$ cat src/rtl/hub75_bcm_driver.sv
// HUB75 panel driver with binary-code-modulated bit-planes and global brightness.
// Fetches two half-panel rows per plane from a framebuffer and overlaps shifting with display.
//
// Ports:
//   sysclk, rst          clock, asynchronous active-high reset
//   enable               run request (sampled in IDLE and at frame boundary)
//   brightness           global duty, captured at each latch (255 = full)
//   rd_en/row/col/plane  framebuffer read request
//   rd_data              {B2,G2,R2,B1,G1,R1}, valid one cycle after rd_en
//   R1..B2, data_clk     panel serial data and shift clock
//   regclk_out           panel latch strobe
//   linesel_out          displayed row pair
//   output_en            panel output enable, active low
//   busy, frame_done     status
module hub75_bcm_driver #(
    parameter int COLS       = 32,
    parameter int ROW_ADDR_W = 3,
    parameter int PLANES     = 4,
    parameter int BASE_OE    = 8,
    localparam int CW        = $clog2(COLS),
    localparam int PW        = (PLANES > 1) ? $clog2(PLANES) : 1
) (
    input  logic                  sysclk,
    input  logic                  rst,
    input  logic                  enable,
    input  logic [7:0]            brightness,
    output logic                  rd_en,
    output logic [ROW_ADDR_W-1:0] rd_row,
    output logic [CW-1:0]         rd_col,
    output logic [PW-1:0]         rd_plane,
    input  logic [5:0]            rd_data,
    output logic                  R1,
    output logic                  G1,
    output logic                  B1,
    output logic                  R2,
    output logic                  G2,
    output logic                  B2,
    output logic                  data_clk,
    output logic                  regclk_out,
    output logic [ROW_ADDR_W-1:0] linesel_out,
    output logic                  output_en,
    output logic                  busy,
    output logic                  frame_done
);

    localparam int TW = 16;

    typedef enum logic [2:0] {
        S_IDLE,
        S_SHIFT,
        S_WAIT,
        S_BLANK,
        S_LATCH,
        S_DRAIN
    } state_t;

    state_t state, state_n;

    logic [1:0]            ph;
    logic [CW-1:0]         col;
    logic [ROW_ADDR_W-1:0] row;
    logic [PW-1:0]         plane;
    logic [TW-1:0]         timer;
    logic [TW-1:0]         elapsed;
    logic [TW-1:0]         on_time;
    logic [TW-1:0]         on_next;
    logic [7:0]            bright_q;
    logic [5:0]            pix;
    logic                  dclk_q;
    logic [ROW_ADDR_W-1:0] line_q;

    logic last_col;
    logic last_plane;
    logic last_row;
    logic frame_end;
    logic timer_zero;
    logic [24:0] duty_lim;
    logic [24:0] elapsed_scaled;
    logic oe_on;

    assign last_col   = (col == CW'(COLS - 1));
    assign last_plane = (plane == PW'(PLANES - 1));
    assign last_row   = (row == {ROW_ADDR_W{1'b1}});
    assign frame_end  = last_row && last_plane;
    assign timer_zero = (timer == '0);
    assign on_next    = TW'(BASE_OE) << plane;

    // Lit while elapsed/on_time < (brightness+1)/256, kept exact in 25 bits.
    assign duty_lim       = 25'(on_time) * 25'({1'b0, bright_q} + 9'd1);
    assign elapsed_scaled = {1'b0, elapsed, 8'h00};
    assign oe_on          = !timer_zero && (elapsed_scaled < duty_lim);

    always_comb begin
        state_n = state;
        unique case (state)
            S_IDLE:  if (enable) state_n = S_SHIFT;
            S_SHIFT: begin
                if (ph == 2'd2 && last_col)
                    state_n = timer_zero ? S_BLANK : S_WAIT;
            end
            S_WAIT:  if (timer_zero) state_n = S_BLANK;
            S_BLANK: state_n = S_LATCH;
            S_LATCH: begin
                if (frame_end && !enable) state_n = S_DRAIN;
                else                      state_n = S_SHIFT;
            end
            S_DRAIN: if (timer_zero) state_n = S_IDLE;
            default: state_n = S_IDLE;
        endcase
    end

    always_ff @(posedge sysclk or posedge rst) begin
        if (rst) begin
            state    <= S_IDLE;
            ph       <= '0;
            col      <= '0;
            row      <= '0;
            plane    <= '0;
            timer    <= '0;
            elapsed  <= '0;
            on_time  <= '0;
            bright_q <= '0;
            pix      <= '0;
            dclk_q   <= 1'b0;
            line_q   <= '0;
        end else begin
            state <= state_n;

            // Shift clock trails ph2 by a cycle so data has a full cycle of setup.
            dclk_q <= (state == S_SHIFT) && (ph == 2'd2);

            if (state == S_IDLE) begin
                ph  <= '0;
                col <= '0;
            end

            if (state == S_SHIFT) begin
                if (ph == 2'd1)
                    pix <= rd_data;
                if (ph == 2'd2) begin
                    ph  <= '0;
                    col <= last_col ? '0 : col + CW'(1);
                end else begin
                    ph <= ph + 2'd1;
                end
            end

            if (state == S_BLANK)
                line_q <= row;

            if (state == S_LATCH) begin
                bright_q <= brightness;
                on_time  <= on_next;
                timer    <= on_next;
                elapsed  <= '0;
                if (last_plane) begin
                    plane <= '0;
                    row   <= row + ROW_ADDR_W'(1);
                end else begin
                    plane <= plane + PW'(1);
                end
            end else if (!timer_zero) begin
                timer   <= timer - TW'(1);
                elapsed <= elapsed + TW'(1);
            end
        end
    end

    assign rd_en       = (state == S_SHIFT) && (ph == 2'd0);
    assign rd_row      = row;
    assign rd_col      = col;
    assign rd_plane    = plane;
    assign {B2, G2, R2, B1, G1, R1} = pix;
    assign data_clk    = dclk_q;
    assign regclk_out  = (state == S_LATCH);
    assign frame_done  = (state == S_LATCH) && frame_end;
    assign linesel_out = line_q;
    assign busy        = (state != S_IDLE);

    always_comb begin
        output_en = 1'b1;
        if (state == S_SHIFT || state == S_WAIT || state == S_DRAIN)
            output_en = !oe_on;
    end

endmodule
$ cat config.mk
export PLATFORM = sky130hd
export DESIGN_NAME = hub75_bcm_driver
export DESIGN_NICKNAME = d
export VERILOG_FILES = /design/src/rtl/hub75_bcm_driver.sv
export SDC_FILE = /design/constraint.sdc
export NUM_CORES = 1
export LEC_CHECK = 0
export BUFFER_PORTS_ARGS = -buffer_cell sky130_fd_sc_hd__buf_2
export CAP_MARGIN = 20
export CORE_MARGIN = 2
export CORE_UTILIZATION = 61
export DETAILED_ROUTE_END_ITERATION = 12
export PLACE_DENSITY = 0.91
export SKIP_CTS_REPAIR_TIMING = 1
export SYNTH_ARGS = -nofsm -noshare
export SYNTH_HDL_FRONTEND = slang
export SYNTH_SLANG_ARGS = --single-unit
$ cat constraint.sdc
create_clock -name sysclk -period 6.5 [get_ports sysclk]
set_clock_uncertainty 0.2 [all_clocks]
set_input_delay 0.325 -clock sysclk [delete_from_list [all_inputs] [get_ports sysclk]]
set_output_delay 0.325 -clock sysclk [all_outputs]
set_load 0.01 [all_outputs]
==> report_table.html, run 1 <==
<table>
<tr><th>Metric</th><th>Value</th></tr>
<tr><th colspan="2">Status</th></tr>
<tr><td>Run status</td><td>finished with violations</td></tr>
<tr><td>Violated checks</td><td>hold timing</td></tr>
<tr><th colspan="2">Synth</th></tr>
<tr><td>Syn_area_per_cell</td><td>9.601 um^2</td></tr>
<tr><td>Number of register bits inferred by synthesis</td><td>69</td></tr>
<tr><td>Prevailing post-synth register cell</td><td>sky130_fd_sc_hd__dfrtp_1</td></tr>
<tr><td>Seq/Total Area, Yosys</td><td>34.39%</td></tr>
<tr><td>Post-synthesis cell count</td><td>523</td></tr>
<tr><td>Proportion of synthesized flip-flops having asynchronous set or reset</td><td>100.0%</td></tr>
<tr><td>Synthesis Warnings</td><td>0</td></tr>
<tr><td>EDFF count, synth</td><td>0</td></tr>
<tr><td>Nets in the synthesized netlist</td><td>613</td></tr>
<tr><td>Post-synthesis instance area</td><td>5021 um^2</td></tr>
<tr><td>Unique cell type count in the Yosys netlist</td><td>59</td></tr>
<tr><th colspan="2">Clocking</th></tr>
<tr><td>Clock H-tree levels</td><td>3</td></tr>
<tr><td>Insertion delay to the later sink of the worst-skew pair</td><td>0.34 ns</td></tr>
<tr><td>Clock root buffer</td><td>sky130_fd_sc_hd__clkbuf_8</td></tr>
<tr><td>Buffer depth of the longest clock path</td><td>2</td></tr>
<tr><td>TritonCTS buffer count</td><td>9</td></tr>
<tr><td>CTS tree</td><td>done</td></tr>
<tr><td>Clock edge transition at the registers on the reported setup and hold paths</td><td>0.07 ns</td></tr>
<tr><td>Number of sinks driven by the clock tree</td><td>69</td></tr>
<tr><th colspan="2">Die</th></tr>
<tr><td>Core outline area</td><td>8093 um^2</td></tr>
<tr><td>Width of the die</td><td>94.73 um</td></tr>
<tr><td>I/O pin count</td><td>42</td></tr>
<tr><td>Rows</td><td>33</td></tr>
<tr><td>Area of the die</td><td>8973 um^2</td></tr>
<tr><td>Starting density of the core</td><td>62.04%</td></tr>
<tr><td>Chip Height</td><td>94.73 um</td></tr>
<tr><th colspan="2">STA</th></tr>
<tr><td>Max Slew Vio Count</td><td>0</td></tr>
<tr><td>Final period utilization</td><td>97.89%</td></tr>
<tr><td>Tightest Pin Transition</td><td>1.064 ns</td></tr>
<tr><td>Slew headroom</td><td>28.15%</td></tr>
<tr><td>Post-Route Hold Slack</td><td>-0.01469 ns</td></tr>
<tr><td>Number of setup violations in the final report</td><td>0</td></tr>
<tr><td>Highest attainable clock frequency</td><td>157.2 MHz</td></tr>
<tr><td>Crit path time final</td><td>6.363 ns</td></tr>
<tr><td>Total count of hold-check failures in the final report</td><td>2</td></tr>
<tr><th colspan="2">Cells and area</th></tr>
<tr><td>Area growth from synthesis to layout</td><td>12.46%</td></tr>
<tr><td>Antenna Cells</td><td>0</td></tr>
<tr><td>Leading cell types in the layout, fill and taps excluded</td><td>sky130_fd_sc_hd__nand2_1, sky130_fd_sc_hd__dfrtp_1, sky130_fd_sc_hd__ha_1</td></tr>
<tr><td>Utilization after layout</td><td>69.77%</td></tr>
<tr><td>Share of layout cells above drive strength 1</td><td>17.50%</td></tr>
<tr><td>Most common library cell in the layout ignoring fill and taps</td><td>sky130_fd_sc_hd__nand2_1</td></tr>
<tr><td>Number of nets at the end of the flow</td><td>662</td></tr>
<tr><th colspan="2">Placement</th></tr>
<tr><td>Weighted congestion at the end of routability-driven global placement</td><td>0.8452</td></tr>
<tr><td>Count of input and output buffers</td><td>41</td></tr>
<tr><td>DPL Wire Length</td><td>7.771 mm</td></tr>
<tr><th colspan="2">Hold path</th></tr>
<tr><td>Min-delay src</td><td>brightness[2]</td></tr>
<tr><td>Path class of the lowest-slack min-delay path</td><td>input port to flip-flop</td></tr>
<tr><td>Hold path depth</td><td>3</td></tr>
<tr><td>Hold Crit Endpoint</td><td>bright_q[2]</td></tr>
<tr><th colspan="2">Setup path</th></tr>
<tr><td>Longest individual stage delay on the worst path</td><td>0.59 ns</td></tr>
<tr><td>Data required time of the critical path</td><td>5.97 ns</td></tr>
<tr><td>Cell breakdown of the critical path</td><td>ha_4, nand3_2, nor2_4, xor2_2, nand2_2, fa_1, fa_1, inv_1, fa_1, ha_4, ha_4, and3_1, a2111oi_4, buf_4, xor2_1, ha_1, a21oi_1, o21ai_0, a221oi_1, o211ai_1, buf_2</td></tr>
<tr><td>Crit path kind</td><td>flip-flop to output port</td></tr>
<tr><td>Capture instance of the worst register-to-register path</td><td>elapsed[4]</td></tr>
<tr><td>Slack of the worst reg-to-reg path</td><td>3.61 ns</td></tr>
<tr><td>Worst Setup End Kind</td><td>output port</td></tr>
<tr><td>Worst-path fanout max</td><td>5</td></tr>
<tr><td>Startpoint type of the worst setup path</td><td>flip-flop</td></tr>
<tr><td>Arrival time reported for the critical path endpoint</td><td>5.84 ns</td></tr>
<tr><td>Reg2Reg Depth</td><td>6</td></tr>
<tr><td>Launching point of the worst reg2reg path</td><td>timer[0]</td></tr>
<tr><td>Standard cell with the maximum stage delay on the critical path</td><td>sky130_fd_sc_hd__fa_1</td></tr>
<tr><th colspan="2">Power and ir drop</th></tr>
<tr><td>Max VDD drop</td><td>210.0 uV</td></tr>
<tr><td>Total chip power</td><td>0.001210 W</td></tr>
<tr><td>Static leakage power</td><td>2.933 nW</td></tr>
<tr><td>Power per unit of standard cell area</td><td>214.2 nW/um^2</td></tr>
<tr><th colspan="2">Global route</th></tr>
<tr><td>Overall track demand over capacity in global routing</td><td>24.55%</td></tr>
<tr><td>Number of global-route vias before repair</td><td>4043</td></tr>
<tr><td>Aggregate global routing overflow</td><td>0</td></tr>
<tr><td>Initial antenna violation count</td><td>0</td></tr>
<tr><td>First-pass GRT wire length</td><td>17.60 mm</td></tr>
<tr><td>Largest net degree at the start of global routing</td><td>70</td></tr>
<tr><th colspan="2">Route</th></tr>
<tr><td>Count of vias placed by the detailed router</td><td>4095</td></tr>
<tr><td>Number of iterations in the first detailed-routing pass</td><td>5</td></tr>
<tr><td>Antenna Nets Post-Route</td><td>0</td></tr>
<tr><td>Routed wire length</td><td>10.97 mm</td></tr>
<tr><td>First DRT Iteration DRCs</td><td>365</td></tr>
<tr><td>Post-detailed-route wirelength per cell</td><td>16.09 um</td></tr>
<tr><td>Routed via count divided by cell count</td><td>6.004</td></tr>
<tr><td>DRC violations left</td><td>0</td></tr>
<tr><th colspan="2">Run</th></tr>
<tr><td>Max-cap violation count</td><td>0</td></tr>
</table>
power by group:
part	switching (W)	internal (W)	total (W)
Clock	0.000155	0.000136	0.000290
Combinational	0.000217	0.000178	0.000395
Sequential	0.0000383	0.000486	0.000524
Total	0.000410	0.000800	0.00121
kinds of logic after synthesis:
kind of cell,Yosys count,synth area share (%)
buffers and inverters,47,3.937
AND/OR/NAND/NOR,206,22.20
flip-flops,69,34.39
AO/OA/AOI/OAI,91,11.89
adder cells (fa/ha/maj),73,20.43
multiplexers,15,3.314
XOR/XNOR,22,3.838
worst max-delay path, delay by kind of cell, from the launching register on:
family,cells,cell delay (ns)
XOR/XNOR,2,0.42
AND/OR/NAND/NOR,4,0.57
buffers and inverters,3,0.41
AO/OA/AOI/OAI,5,1.02
adder cells (fa/ha/maj),7,2.64
flip-flops,1,0.43
per-stage QoR:
stage	area, um^2	cells	setup TNS, ns	hold slack [ns]	setup WS [ns]
global placement	5306	656	0	0.2824	0.5133
floorplan	5021	523	0	0.2304	0.6877
CTS	5465	672	-0.1368	-0.03386	-0.1368
global route	5647	682	-0.1343	-0.005382	-0.1343
finish	5647	682	0	-0.01469	0.1372
detailed placement	5306	656	0	0.2934	0.2847
cell type report:
cell class	instances	area [um^2]
inverters	29	108.9
flip-flops and latches	69	1728
well taps	105	131.4
clock inverters	5	27.53
clock buffers	11	131.4
repair buffers	56	327.8
fillers	583	2446
multi-input cells	407	3192
worst max path at each step:
| stage | startpoint | endpoint | slack (ns) | cells past startpoint |
|---|---|---|---|---|
| floorplan | bright_q[0] | output_en | 0.69 | 18 |
| global placement | bright_q[0] | output_en | 0.51 | 21 |
| detailed placement | bright_q[0] | output_en | 0.28 | 21 |
| CTS | bright_q[0] | output_en | -0.14 | 21 |
| global route | bright_q[0] | output_en | -0.13 | 21 |
| finish | bright_q[1] | output_en | 0.14 | 21 |
metal layers:
layer  track usage (%)  vias up  share of wire, %
li1                  -     1955                 -
met1             31.02     1993                42
met2             42.97      119                52
met3             2.793       28               4.3
met4             9.903        0               2.4
met5                 0        -                 0
flip-flops by register name, summed over array words and instances (netlist names):
| signal | flops |
|---|---|
| timer | 16 |
| bright_q | 8 |
| rd_plane | 2 |
| linesel_out | 3 |
| rd_row | 3 |
| ph | 2 |
| on_time | 4 |
| rd_col | 5 |
| state | 3 |
| elapsed | 16 |
| pix | 6 |
| data_clk | 1 |
cell usage after synthesis, types with 12 or more instances:
cell	count	area, um^2
sky130_fd_sc_hd__o31ai_1	12	90.09
sky130_fd_sc_hd__o21ai_0	20	100.1
sky130_fd_sc_hd__fa_1	15	300.3
sky130_fd_sc_hd__mux2_2	13	146.4
sky130_fd_sc_hd__nor2b_1	16	100.1
sky130_fd_sc_hd__or4_1	14	105.1
sky130_fd_sc_hd__nand2b_1	13	81.33
sky130_fd_sc_hd__inv_1	29	108.9
sky130_fd_sc_hd__a21oi_1	26	130.1
sky130_fd_sc_hd__nand3_1	12	60.06
sky130_fd_sc_hd__and2_1	15	93.84
sky130_fd_sc_hd__or3_1	13	81.33
sky130_fd_sc_hd__nand2_1	72	270.3
sky130_fd_sc_hd__dfrtp_1	69	1727
sky130_fd_sc_hd__xor2_1	14	122.6
sky130_fd_sc_hd__ha_1	58	725.7
Power figures use the tool's default switching activity.
==> run 2: changes to the inputs <==
- CORE_MARGIN: 2 -> 1.5
- CTS_BUF_LIST: unset -> sky130_fd_sc_hd__clkbuf_4 sky130_fd_sc_hd__clkbuf_8 sky130_fd_sc_hd__clkbuf_16
==> run 2 against run 1 <==
  * The flow now finishes without violations
  * Combinational power is 2% higher
  * Sequential power hardly changed
  * First-iteration DRC count is 35% lower
  * Global-route usage is 1.6 points higher
  * Fmax is 0.78% higher
  * Die area is 2.1% lower
  * Critical path depth stayed put
  * Wire length is 2.2% higher
  * Via count is 1.3% higher
  * Hold slack better by 0.024 ns
  * Non-clock buffer count is 4 higher
  * Largest power group unchanged
==> report_table.html, run 2 (synthesis results as in run 1) <==
<table>
<tr><th>Metric</th><th>Value</th></tr>
<tr><th colspan="2">Clocking</th></tr>
<tr><td>Number of sinks driven by the clock tree</td><td>69 (unchanged)</td></tr>
<tr><td>Clock edge transition at the registers on the reported setup and hold paths</td><td>0.08 ns (was 0.07 ns)</td></tr>
<tr><td>Clock root buffer</td><td>sky130_fd_sc_hd__clkbuf_8 (unchanged)</td></tr>
<tr><td>Clock H-tree levels</td><td>3 (unchanged)</td></tr>
<tr><td>TritonCTS buffer count</td><td>9 (unchanged)</td></tr>
<tr><td>Buffer depth of the longest clock path</td><td>2 (unchanged)</td></tr>
<tr><td>Insertion delay to the later sink of the worst-skew pair</td><td>0.35 ns (was 0.34 ns)</td></tr>
<tr><td>CTS tree</td><td>done (unchanged)</td></tr>
<tr><th colspan="2">Route</th></tr>
<tr><td>Number of iterations in the first detailed-routing pass</td><td>6 (was 5)</td></tr>
<tr><td>First DRT Iteration DRCs</td><td>239 (was 365)</td></tr>
<tr><td>Count of vias placed by the detailed router</td><td>4148 (was 4095)</td></tr>
<tr><td>Post-detailed-route wirelength per cell</td><td>16.42 um (was 16.09 um)</td></tr>
<tr><td>Antenna Nets Post-Route</td><td>0 (unchanged)</td></tr>
<tr><td>Routed via count divided by cell count</td><td>6.073 (was 6.004)</td></tr>
<tr><td>Routed wire length</td><td>11.21 mm (was 10.97 mm)</td></tr>
<tr><td>DRC violations left</td><td>0 (unchanged)</td></tr>
<tr><th colspan="2">Global route</th></tr>
<tr><td>Overall track demand over capacity in global routing</td><td>26.11% (was 24.55%)</td></tr>
<tr><td>Largest net degree at the start of global routing</td><td>70 (unchanged)</td></tr>
<tr><td>First-pass GRT wire length</td><td>18.13 mm (was 17.60 mm)</td></tr>
<tr><td>GR Util met2</td><td>45.17% (was 42.97%)</td></tr>
<tr><td>Most used routing layer</td><td>met2 (unchanged)</td></tr>
<tr><td>Initial antenna violation count</td><td>0 (unchanged)</td></tr>
<tr><td>Met3 routing resource usage after global routing</td><td>4.854% (was 2.793%)</td></tr>
<tr><td>Number of global-route vias before repair</td><td>4066 (was 4043)</td></tr>
<tr><td>Global routing usage on met1</td><td>32.15% (was 31.02%)</td></tr>
<tr><td>Aggregate global routing overflow</td><td>0 (unchanged)</td></tr>
<tr><th colspan="2">Cells and area</th></tr>
<tr><td>Utilization after layout</td><td>73.52% (was 69.77%)</td></tr>
<tr><td>Share of layout cells above drive strength 1</td><td>17.73% (was 17.50%)</td></tr>
<tr><td>Registers with the highest flip-flop counts</td><td>elapsed (16), timer (16), bright_q (8) (unchanged)</td></tr>
<tr><td>Antenna Cells</td><td>0 (unchanged)</td></tr>
<tr><td>Multi-input gate area</td><td>3203 um^2 (was 3192 um^2)</td></tr>
<tr><td>FF/Latch Area</td><td>1728 um^2 (unchanged)</td></tr>
<tr><td>Most common library cell in the layout ignoring fill and taps</td><td>sky130_fd_sc_hd__nand2_1 (unchanged)</td></tr>
<tr><td>Area growth from synthesis to layout</td><td>14.90% (was 12.46%)</td></tr>
<tr><td>Leading cell types in the layout, fill and taps excluded</td><td>sky130_fd_sc_hd__nand2_1, sky130_fd_sc_hd__dfrtp_1, sky130_fd_sc_hd__ha_1 (unchanged)</td></tr>
<tr><td>Filler cells</td><td>547 (was 583)</td></tr>
<tr><td>Number of nets at the end of the flow</td><td>666 (was 662)</td></tr>
<tr><th colspan="2">STA</th></tr>
<tr><td>Post-Route Hold Slack</td><td>0.009477 ns (was -0.01469 ns)</td></tr>
<tr><td>Summed negative setup slack over all endpoints</td><td>0 ns (unchanged)</td></tr>
<tr><td>Max Slew Vio Count</td><td>0 (unchanged)</td></tr>
<tr><td>Final period utilization</td><td>97.13% (was 97.89%)</td></tr>
<tr><td>Slew headroom</td><td>34.05% (was 28.15%)</td></tr>
<tr><td>Total count of hold-check failures in the final report</td><td>0 (was 2)</td></tr>
<tr><td>Highest attainable clock frequency</td><td>158.4 MHz (was 157.2 MHz)</td></tr>
<tr><td>Tightest Pin Transition</td><td>0.9764 ns (was 1.064 ns)</td></tr>
<tr><td>Crit path time final</td><td>6.314 ns (was 6.363 ns)</td></tr>
<tr><td>Number of setup violations in the final report</td><td>0 (unchanged)</td></tr>
<tr><th colspan="2">Power and ir drop</th></tr>
<tr><td>Static leakage power</td><td>2.987 nW (was 2.933 nW)</td></tr>
<tr><td>Max VDD drop</td><td>228.4 uV (was 210.0 uV)</td></tr>
<tr><td>Total chip power</td><td>0.001322 W (was 0.001210 W)</td></tr>
<tr><td>Power per unit of standard cell area</td><td>229.2 nW/um^2 (was 214.2 nW/um^2)</td></tr>
<tr><th colspan="2">Setup path</th></tr>
<tr><td>Startpoint type of the worst setup path</td><td>flip-flop (unchanged)</td></tr>
<tr><td>Launching point of the worst reg2reg path</td><td>state[0] (was timer[0])</td></tr>
<tr><td>Worst-path fanout max</td><td>5 (unchanged)</td></tr>
<tr><td>Worst Setup End Kind</td><td>output port (unchanged)</td></tr>
<tr><td>Crit path kind</td><td>flip-flop to output port (unchanged)</td></tr>
<tr><td>Reg2Reg Depth</td><td>6 (unchanged)</td></tr>
<tr><td>Arrival time reported for the critical path endpoint</td><td>5.79 ns (was 5.84 ns)</td></tr>
<tr><td>Capture instance of the worst register-to-register path</td><td>rd_row[1] (was elapsed[4])</td></tr>
<tr><td>Data required time of the critical path</td><td>5.97 ns (about the same)</td></tr>
<tr><td>Slack of the worst reg-to-reg path</td><td>3.54 ns (was 3.61 ns)</td></tr>
<tr><th colspan="2">Placement</th></tr>
<tr><td>Count of input and output buffers</td><td>41 (unchanged)</td></tr>
<tr><td>DPL Wire Length</td><td>7.880 mm (was 7.771 mm)</td></tr>
<tr><td>Weighted congestion at the end of routability-driven global placement</td><td>0.9260 (was 0.8452)</td></tr>
<tr><th colspan="2">Run</th></tr>
<tr><td>Max-cap violation count</td><td>0 (unchanged)</td></tr>
<tr><th colspan="2">Hold path</th></tr>
<tr><td>Path class of the lowest-slack min-delay path</td><td>input port to flip-flop (unchanged)</td></tr>
<tr><td>Min-delay src</td><td>rd_data[0] (was brightness[2])</td></tr>
<tr><td>Hold Crit Endpoint</td><td>pix[0] (was bright_q[2])</td></tr>
<tr><td>Hold path depth</td><td>2 (was 3)</td></tr>
<tr><th colspan="2">Die</th></tr>
<tr><td>Area of the die</td><td>8784 um^2 (was 8973 um^2)</td></tr>
<tr><td>Core outline area</td><td>7848 um^2 (was 8093 um^2)</td></tr>
<tr><td>I/O pin count</td><td>42 (unchanged)</td></tr>
<tr><td>Width of the die</td><td>93.73 um (was 94.73 um)</td></tr>
<tr><td>Chip Height</td><td>93.73 um (was 94.73 um)</td></tr>
<tr><td>Rows</td><td>32 (was 33)</td></tr>
<tr><td>Starting density of the core</td><td>63.98% (was 62.04%)</td></tr>
<tr><th colspan="2">Status</th></tr>
<tr><td>Run status</td><td>complete, no violations (was finished with violations)</td></tr>
</table>
[run 2: cell types whose count changed in the layout (fill, tap and decap cells not counted), sizes merged]
cell / previous run / this run
buf: 52 / 50
bufinv: 0 / 2
clkbuf: 11 / 12
clkinv: 4 / 2
clkinvlp: 1 / 0
dlygate4sd3: 4 / 10
[run 2: power breakdown]
group	internal, W	total (W)	switching, W	leakage [nW]
sequential	0.000486	0.000522	0.0000364	0.894
combinational	0.000182	0.000402	0.000221	1.97
clock	0.000240	0.000398	0.000158	0.120
total	0.000907	0.00132	0.000415	2.99
[run 2: worst max-delay path by stage]
stage | end | slack [ns] | start
final | output_en | 0.19 | bright_q[1]
after floorplan | output_en | 0.69 | bright_q[0]
after CTS | output_en | -0.17 | bright_q[0]
after global routing | output_en | -0.1 | bright_q[1]
after detailed placement | output_en | 0.25 | bright_q[0]
after global placement | output_en | 0.52 | bright_q[0]
[run 2: metal layers]
metal | up-vias | part of all wire, %
met5 | - | 0
met4 | 0 | 2.3
met3 | 26 | 3.7
met2 | 105 | 53
met1 | 2051 | 41
li1 | 1966 | -
[run 2: through the flow]
step	setup slack [ns]	std cells	area [um^2]
floorplan	0.6877	523	5021
global placement	0.5248	652	5295
detailed placement	0.2523	652	5295
CTS	-0.1671	668	5524
global route	-0.09852	683	5769
finish	0.1863	683	5769
[run 2: layout make-up]
cell class | count | share of cell area (%)
Multi-Input combinational cell | 407 | 55.52
Clock inverter | 4 | 1.214
Inverter | 29 | 1.887
Sequential cell | 69 | 29.95
Timing Repair Buffer | 60 | 6.463
Tap cell | 102 | 2.212
Clock buffer | 12 | 2.754
[run 2: worst max-delay path, cell delays in order, from the launching register on]
cell and delay [ns]:
sky130_fd_sc_hd__dfrtp_1 0.46, sky130_fd_sc_hd__ha_4 0.19, sky130_fd_sc_hd__nand3_2 0.11, sky130_fd_sc_hd__nor2_2 0.18
sky130_fd_sc_hd__xor2_2 0.26, sky130_fd_sc_hd__nand2_2 0.10, sky130_fd_sc_hd__fa_1 0.52, sky130_fd_sc_hd__fa_1 0.54
sky130_fd_sc_hd__inv_1 0.05, sky130_fd_sc_hd__fa_1 0.54, sky130_fd_sc_hd__ha_4 0.22, sky130_fd_sc_hd__ha_4 0.25
sky130_fd_sc_hd__and3_1 0.22, sky130_fd_sc_hd__a2111oi_4 0.32, sky130_fd_sc_hd__buf_4 0.18, sky130_fd_sc_hd__xor2_2 0.15
sky130_fd_sc_hd__ha_1 0.29, sky130_fd_sc_hd__a21oi_2 0.16, sky130_fd_sc_hd__o21ai_0 0.09, sky130_fd_sc_hd__a221oi_1 0.28
sky130_fd_sc_hd__o211ai_1 0.15, sky130_fd_sc_hd__buf_2 0.17
